$ cat config.mk
export PLATFORM = sky130hd
export DESIGN_NAME = fixed_point_onehot_arbiter_flat
export DESIGN_NICKNAME = d
export VERILOG_FILES = /design/src/rtl/fixed_point_onehot_arbiter_pkg.sv /design/src/rtl/fixed_point_onehot_arbiter_if.sv /design/src/rtl/fixed_point_onehot_arbiter_picker.sv /design/src/rtl/fixed_point_onehot_arbiter.sv /design/src/flat_wrapper.sv
export SDC_FILE = /design/constraint.sdc
export NUM_CORES = 1
export LEC_CHECK = 0
export ABC_AREA = 1
export CELL_PAD_IN_SITES_DETAIL_PLACEMENT = 1
export CELL_PAD_IN_SITES_GLOBAL_PLACEMENT = 2
export CORE_UTILIZATION = 20
export DETAILED_ROUTE_END_ITERATION = 6
export PLACE_DENSITY_LB_ADDON = 0.1
export SLEW_MARGIN = 15
export SYNTH_ARGS = -nofsm -noshare
export SYNTH_HDL_FRONTEND = slang
export SYNTH_SLANG_ARGS = --single-unit
$ cat constraint.sdc
create_clock -name clk -period 3.05 [get_ports clk]
set_input_delay 0.305 -clock clk [delete_from_list [all_inputs] [get_ports clk]]
set_output_delay 0.305 -clock clk [all_outputs]
set_load 0.01 [all_outputs]
$ cat src/rtl/fixed_point_onehot_arbiter_pkg.sv
// Shared types and helpers for the fixed-point one-hot round-robin arbiter.
// Build option: define ARB_LOCK_EN to enable the multi-beat grant lock.
package fxp_arb_pkg;

    localparam int N_DEF = 4;
    localparam int W_DEF = 16;
    localparam int FRAC  = 8;

    // Signed two's-complement word with FRAC fraction bits.
    typedef logic signed [W_DEF-1:0] fxp_word_t;

    function automatic int id_w(input int n);
        return (n <= 2) ? 1 : $clog2(n);
    endfunction

    // OR of set-bit positions; exact for one-hot input, 0 for all-zero input.
    function automatic int onehot_to_idx(input logic [63:0] oh);
        int idx;
        idx = 0;
        for (int i = 0; i < 64; i++) begin
            if (oh[i]) idx = idx | i;
        end
        return idx;
    endfunction

endpackage

$ cat src/rtl/fixed_point_onehot_arbiter_if.sv
// Requester and consumer bundle of the arbiter; slave is the arbiter side.
// Build option: in_lock exists only when ARB_LOCK_EN is defined.
interface fixed_point_onehot_arbiter_if
    import fxp_arb_pkg::*;
#(
    parameter int N = N_DEF,
    parameter int W = W_DEF
);
    localparam int ID_W = id_w(N);

    logic [N-1:0]    in_valid;
    logic [N-1:0]    in_ready;
    logic [N*W-1:0]  in_data;
`ifdef ARB_LOCK_EN
    logic [N-1:0]    in_lock;
`endif
    logic            out_valid;
    logic            out_ready;
    logic [W-1:0]    out_data;
    logic [N-1:0]    out_grant;
    logic [ID_W-1:0] out_id;

    modport master (
        output in_valid, in_data,
`ifdef ARB_LOCK_EN
        output in_lock,
`endif
        output out_ready,
        input  in_ready, out_valid, out_data, out_grant, out_id
    );

    modport slave (
        input  in_valid, in_data,
`ifdef ARB_LOCK_EN
        input  in_lock,
`endif
        input  out_ready,
        output in_ready, out_valid, out_data, out_grant, out_id
    );

endinterface

$ cat src/rtl/fixed_point_onehot_arbiter_picker.sv
// Combinational round-robin picker: first set request scanning from ptr upward,
// wrapping at N-1; returns a one-hot grant and its binary index.
module rr_priority_picker
    import fxp_arb_pkg::*;
#(
    parameter int N = N_DEF
) (
    input  logic [N-1:0]         req_i,
    input  logic [id_w(N)-1:0]   ptr_i,
    output logic [N-1:0]         grant_o,
    output logic [id_w(N)-1:0]   idx_o
);
    localparam int ID_W = id_w(N);

    logic found;

    always_comb begin
        grant_o = '0;
        found   = 1'b0;
        for (int k = 0; k < N; k++) begin
            if (!found && req_i[(int'(ptr_i) + k) % N]) begin
                grant_o[(int'(ptr_i) + k) % N] = 1'b1;
                found = 1'b1;
            end
        end
    end

    assign idx_o = ID_W'(onehot_to_idx(64'(grant_o)));

endmodule

$ cat src/rtl/fixed_point_onehot_arbiter.sv
// Round-robin one-hot arbiter feeding one fixed-point output register (valid/ready).
// Build option: ARB_LOCK_EN pins the grant to a requester across locked beats.
module fixed_point_onehot_arbiter
    import fxp_arb_pkg::*;
#(
    parameter int N = N_DEF,
    parameter int W = W_DEF
) (
    input  logic                          clk,
    input  logic                          rst,
    fixed_point_onehot_arbiter_if.slave   bus
);
    localparam int ID_W = id_w(N);

    typedef enum logic {EMPTY, FULL} state_e;

    state_e          state_q, state_d;
    logic [W-1:0]    data_q, data_d;
    logic [N-1:0]    grant_q, grant_d;
    logic [ID_W-1:0] id_q, id_d;
    logic [ID_W-1:0] ptr_q, ptr_d;

    logic [N-1:0]    req, grant;
    logic [ID_W-1:0] idx, idx_next;
    logic [W-1:0]    mux_data;
    logic            load;

`ifdef ARB_LOCK_EN
    logic            lock_q, lock_d;
    logic [ID_W-1:0] lock_idx_q, lock_idx_d;

    // While locked, only the owner may be granted; its absence is a bubble.
    always_comb begin
        req = bus.in_valid;
        if (lock_q) req = bus.in_valid & (N'(1) << lock_idx_q);
    end
`else
    assign req = bus.in_valid;
`endif

    rr_priority_picker #(.N(N)) u_picker (
        .req_i   (req),
        .ptr_i   (ptr_q),
        .grant_o (grant),
        .idx_o   (idx)
    );

    assign load     = (state_q == EMPTY) || bus.out_ready;
    assign idx_next = (idx == ID_W'(N - 1)) ? '0 : idx + 1'b1;
    assign bus.in_ready = grant & {N{load && !rst}};

    always_comb begin
        mux_data = '0;
        for (int i = 0; i < N; i++) begin
            mux_data = mux_data | (bus.in_data[i*W +: W] & {W{grant[i]}});
        end
    end

    always_comb begin
        // NOTE: every _d starts at its hold value, so no branch can leave one unassigned and infer a latch.
        state_d = state_q;
        data_d  = data_q;
        grant_d = grant_q;
        id_d    = id_q;
        ptr_d   = ptr_q;
`ifdef ARB_LOCK_EN
        lock_d     = lock_q;
        lock_idx_d = lock_idx_q;
`endif
        if (load) begin
            if (|grant) begin
                state_d = FULL;
                data_d  = mux_data;
                grant_d = grant;
                id_d    = idx;
`ifdef ARB_LOCK_EN
                if (bus.in_lock[idx]) begin
                    lock_d     = 1'b1;
                    lock_idx_d = idx;
                end else begin
                    lock_d = 1'b0;
                    ptr_d  = idx_next;
                end
`else
                ptr_d = idx_next;
`endif
            end else begin
                state_d = EMPTY;
            end
        end
    end

    always_ff @(posedge clk or posedge rst) begin
        if (rst) begin
            state_q <= EMPTY;
            data_q  <= '0;
            grant_q <= '0;
            id_q    <= '0;
            ptr_q   <= '0;
`ifdef ARB_LOCK_EN
            lock_q     <= 1'b0;
            lock_idx_q <= '0;
`endif
        end else begin
            // NOTE: non-blocking updates make every register sample the same pre-edge values.
            state_q <= state_d;
            data_q  <= data_d;
            grant_q <= grant_d;
            id_q    <= id_d;
            ptr_q   <= ptr_d;
`ifdef ARB_LOCK_EN
            lock_q     <= lock_d;
            lock_idx_q <= lock_idx_d;
`endif
        end
    end

    assign bus.out_valid = (state_q == FULL);
    assign bus.out_data  = data_q;
    assign bus.out_grant = grant_q;
    assign bus.out_id    = id_q;

endmodule

$ cat src/flat_wrapper.sv
// flat-port wrapper written by rule: the top's interface ports become plain ports
module fixed_point_onehot_arbiter_flat import fxp_arb_pkg::*;
#(
    parameter int N = N_DEF,
    parameter int W = W_DEF
)
  (clk, rst, bus_in_valid, bus_in_data, bus_out_ready, bus_in_ready, bus_out_valid, bus_out_data, bus_out_grant, bus_out_id);
  fixed_point_onehot_arbiter_if #(.N(N), .W(W)) bus_i ();
  input  logic clk;
  input  logic rst;
  input wire logic [$bits(bus_i.in_valid)-1:0] bus_in_valid;
  input wire logic [$bits(bus_i.in_data)-1:0] bus_in_data;
  input wire logic [$bits(bus_i.out_ready)-1:0] bus_out_ready;
  output wire logic [$bits(bus_i.in_ready)-1:0] bus_in_ready;
  output wire logic [$bits(bus_i.out_valid)-1:0] bus_out_valid;
  output wire logic [$bits(bus_i.out_data)-1:0] bus_out_data;
  output wire logic [$bits(bus_i.out_grant)-1:0] bus_out_grant;
  output wire logic [$bits(bus_i.out_id)-1:0] bus_out_id;
  assign bus_i.in_valid = bus_in_valid;
  assign bus_i.in_data = bus_in_data;
  assign bus_i.out_ready = bus_out_ready;
  assign bus_in_ready = bus_i.in_ready;
  assign bus_out_valid = bus_i.out_valid;
  assign bus_out_data = bus_i.out_data;
  assign bus_out_grant = bus_i.out_grant;
  assign bus_out_id = bus_i.out_id;
  fixed_point_onehot_arbiter #(.N(N), .W(W)) u_core (.clk(clk), .rst(rst), .bus(bus_i));
endmodule
==> run summary <==
The library cell used most frequently in the layout, excluding fill and tap cells, is sky130_fd_sc_hd__nand2_1. In this run the top signal layer used is met4. The worst slew margin relative to its limit came out at between 60% and 70%. Setup repair after global routing left no endpoint under its margin. The fraction of the core area covered by cells at the end of the flow came out at 33.4%.

The area of the core is slightly above 0.009 mm^2. The number of nets produced by synthesis came out at between 300 and 400. The residual overflow from global routing is 0. The overall die area came out at 0.0100 mm^2. The layout overhead on the synthesized area came out at 61.5%. The top cell types in the final layout, fill and taps aside, are sky130_fd_sc_hd__nand2_1 (159), sky130_fd_sc_hd__clkdlybuf4s50_1 (96), sky130_fd_sc_hd__dfrtp_1 (25). The flow ran to the end, and the final reports show no timing, DRC or antenna violations. In this run the worst hold path is classified as primary input to asynchronous set/reset pin. Summed over all layers, the routed wires come to 6820 um. Along the worst path, the maximum fanout reaches 9. Port buffering added between 90 and 100 buffers. The number of clock sinks came out at 25. The number of antenna violations at the first check in global routing is 0. The post-synthesis cell area came out at approximately 0.0019 mm^2. The area of all placed cells without fillers came out at slightly above 0.003 mm^2. The number of failing hold endpoints at the final stage came out at 0. Synthesis handed over a netlist of ~280 instances. The worst hold slack came out at 0.258 ns. The detailed-route wire length on metal 1 came out at about 3000 um.

From left edge to right edge, the die measures around 100 um. The count of warnings emitted by yosys came out at 0. The arrival time reported for the critical path endpoint is between 2 and 3 ns. The total met2 wirelength after detailed routing came out at roughly 3400 um. VDD sags by at most between 300 and 400 uV. The fraction of the mapped netlist area in simple logic gates is 53.8%. The smallest setup slack after layout is roughly 0.22 ns. The share of synthesized area occupied by flip-flops and latches came out at between 30% and 40%. The maximum number of pins on one net before global-route repair came out at 26.

The via count of the first global-routing pass came out at 2259. For the pin with the worst max-slew slack, the measured transition is approximately 0.53 ns. The mux share of post-synthesis cell area is 0%.

The final critical path takes up roughly 93% of the cycle. The worst path in the final design needs a cycle of around 2.8 ns, including I/O delays and setup. The total of endpoints with negative setup slack in the final report came out at 0. The site row count came out at 35. The cell count of the worst reg-to-reg path came out at 14.

After clock tree synthesis, the flow added hold-fix buffers numbering 0. The count of cells in the finished layout, fillers not included, comes to just over 500. After synthesis, the largest family of logic cells by area is simple AND/OR/NAND/NOR gates.

The xor/xnor share of the synthesized area is 0%. The fraction of layout cells with a size suffix above 1 is roughly 10%. The share of the synthesized area in compound gates (AO/OA/AOI/OAI) came out at under 10%. The worst setup path is of the flop to output pin kind. Walking the worst path, the cells encountered are inv_6 -> ha_1 -> inv_1 -> nand3_1 -> nand2_1 -> nand2_4 -> nor2_4 -> nand2_1 -> nand3_2 -> inv_1 -> nor2_1 -> clkdlybuf4s50_1. The kind of start point of the critical path is a flop.

After detailed routing, the average wire length per cell comes to 13.3 um. The total number of vias is between 2000 and 2500. The count of placed standard cells including taps came out at roughly 510. The post-route setup TNS came out at 0 ns. The static leakage is between 1 and 1.5 nW. The instance area at placement came out at roughly 0.003 mm^2.

Timing analysis after detailed placement gives a worst setup slack of between 0.3 and 0.4 ns. The CTS tree is done. Dividing total power by cell area gives a power density of roughly 1200 mW/mm^2. The maximum clock rate is approximately 350 MHz. In the global route stage, overall resource usage came out at around 14%. The number of unique standard cell types used by synthesis is 22. The global-route wire length before repair came out at 11000 um. The initial detailed-routing violation count is 31. The adder and majority cell fraction of the synthesized area came out at 3.91%. The maximum clock path buffer count came out at 2.

In the routed layout, each cell is associated on average with a via count of about 4.2. The register cell area after layout came out at 626 um^2. The endpoint required time on the critical path is 2.74 ns.

The number of nets in the final layout is 463. STA classifies the critical path endpoint as an output pin. The routed design uses around 400 um of met3 wire. At the end of routability-driven placement, the weighted congestion stood at 0.783. The H-tree level count is 1.

The first-pass iteration count of the detailed router is 4. The diode insertion count for antenna repair came out at 0. In this run the clock root is driven by a sky130_fd_sc_hd__clkbuf_8. The multi-input logic area came out at 0.00114 mm^2. The die height is approximately 100 um.

The wire-length estimate of the detail-placed layout is between 5000 and 6000 um. In this run, synthesis produced a sequential element count of 25. The synthesized area per cell is ~6.8 um^2.

The source-to-sink clock delay at the later pin of the worst-skew pair is 0.27 ns. For this configuration, the core starts out at a cell density of just over 20%. The max-slew violation count is 0.

The max-capacitance violation count is 0. The power after layout is around 3.6 mW. The post-detailed-route count of antenna-violating nets is 0.

The CTS buffer count is 3. The number of filler cells placed in the layout came out at roughly 1200. The final routed DRC violation total is 0. The biggest cell delay along the critical path came out at 0.56 ns.

The post-CTS clock slew at the launch and capture registers of the worst setup and hold paths is 0.09 ns. The number of top-level pins came out at between 90 and 100. For this design, the slowest cell found on the critical path is sky130_fd_sc_hd__clkdlybuf4s50_1. Across the routed clock network, the largest skew measured is 0.0103 ns.
==> worst paths after layout <==
check	start	endpoint	slack, ns
max	u_core.ptr_q[0]	bus_in_ready[3]	0.22
min	rst	u_core.bus.out_valid	0.26
max reg2reg	u_core.ptr_q[0]	u_core.bus.out_data[2]	0.44
min reg2reg	u_core.bus.out_id[0]	u_core.bus.out_id[0]	0.48
max in group asynchronous	rst	u_core.bus.out_grant[3]	2.24
min in group clk	u_core.bus.out_id[0]	u_core.bus.out_id[0]	0.48
==> worst max-delay path, delay by kind of cell (launching register included) <==
family        cells  cell delay (ns)
fa+ha+maj         1             0.35
buf+inv           4             0.80
flops             1             0.42
simple gates      7             0.70
==> registers in the layout (all words and copies together), names as in the netlist <==
signal,flops
u_core.bus.out_data,16
u_core.bus.out_grant,4
u_core.bus.out_id,2
u_core.bus.out_valid,1
u_core.ptr_q,2
==> metal layers <==
layer,up-vias,GRT usage (%)
met1,986,17.2
met3,4,3.83
li1,1094,-
met4,0,2.12
met2,55,25.1
met5,-,0
==> kinds of logic (layout without fill, tap and decap cells) <==
family / Yosys count / count (layout)
and+or+nand+nor: 219 / 219
buffers and inverters: 30 / 132
DFF: 25 / 25
adders and majority gates: 6 / 6
AOI/OAI and AO/OA: 3 / 3
==> power breakdown <==
part           switching [mW]  internal [mW]  leakage (nW)
sequential             0.0865          0.511         0.314
combinational            1.73           1.10          1.13
clock                   0.111         0.0936        0.0228
total                    1.92           1.70          1.47
==> area by class of cell <==
type | count | area share, %
inverter | 20 | 2.58
sequential | 25 | 20.2
tap | 129 | 5.20
clock buffer | 4 | 1.45
timing repair buffer | 108 | 34.0
multi-input combinational | 228 | 36.6
==> cells in the mapped netlist (all sizes together) <==
master,n,share of area (%)
a21oi,1,0.85
o21ai,2,0.52
clkinv,1,0.20
nand4,18,6.2
nand2,166,34
buf,10,4.2
dfrtp,25,33
inv,19,4.0
ha,6,3.9
nor2,8,2.7
nand3b,1,0.39
nand3,26,10
==> timing repair <==
| action | in CTS | in global routing |
|---|---|---|
| endpoints found under the hold margin | 0 | 0 |
| setup endpoints to repair | 0 | 3 |
| resized for setup | 0 | 2 |
| setup buffers | 0 | 2 |
No activity file was read; power rests on OpenSTA's default activity.
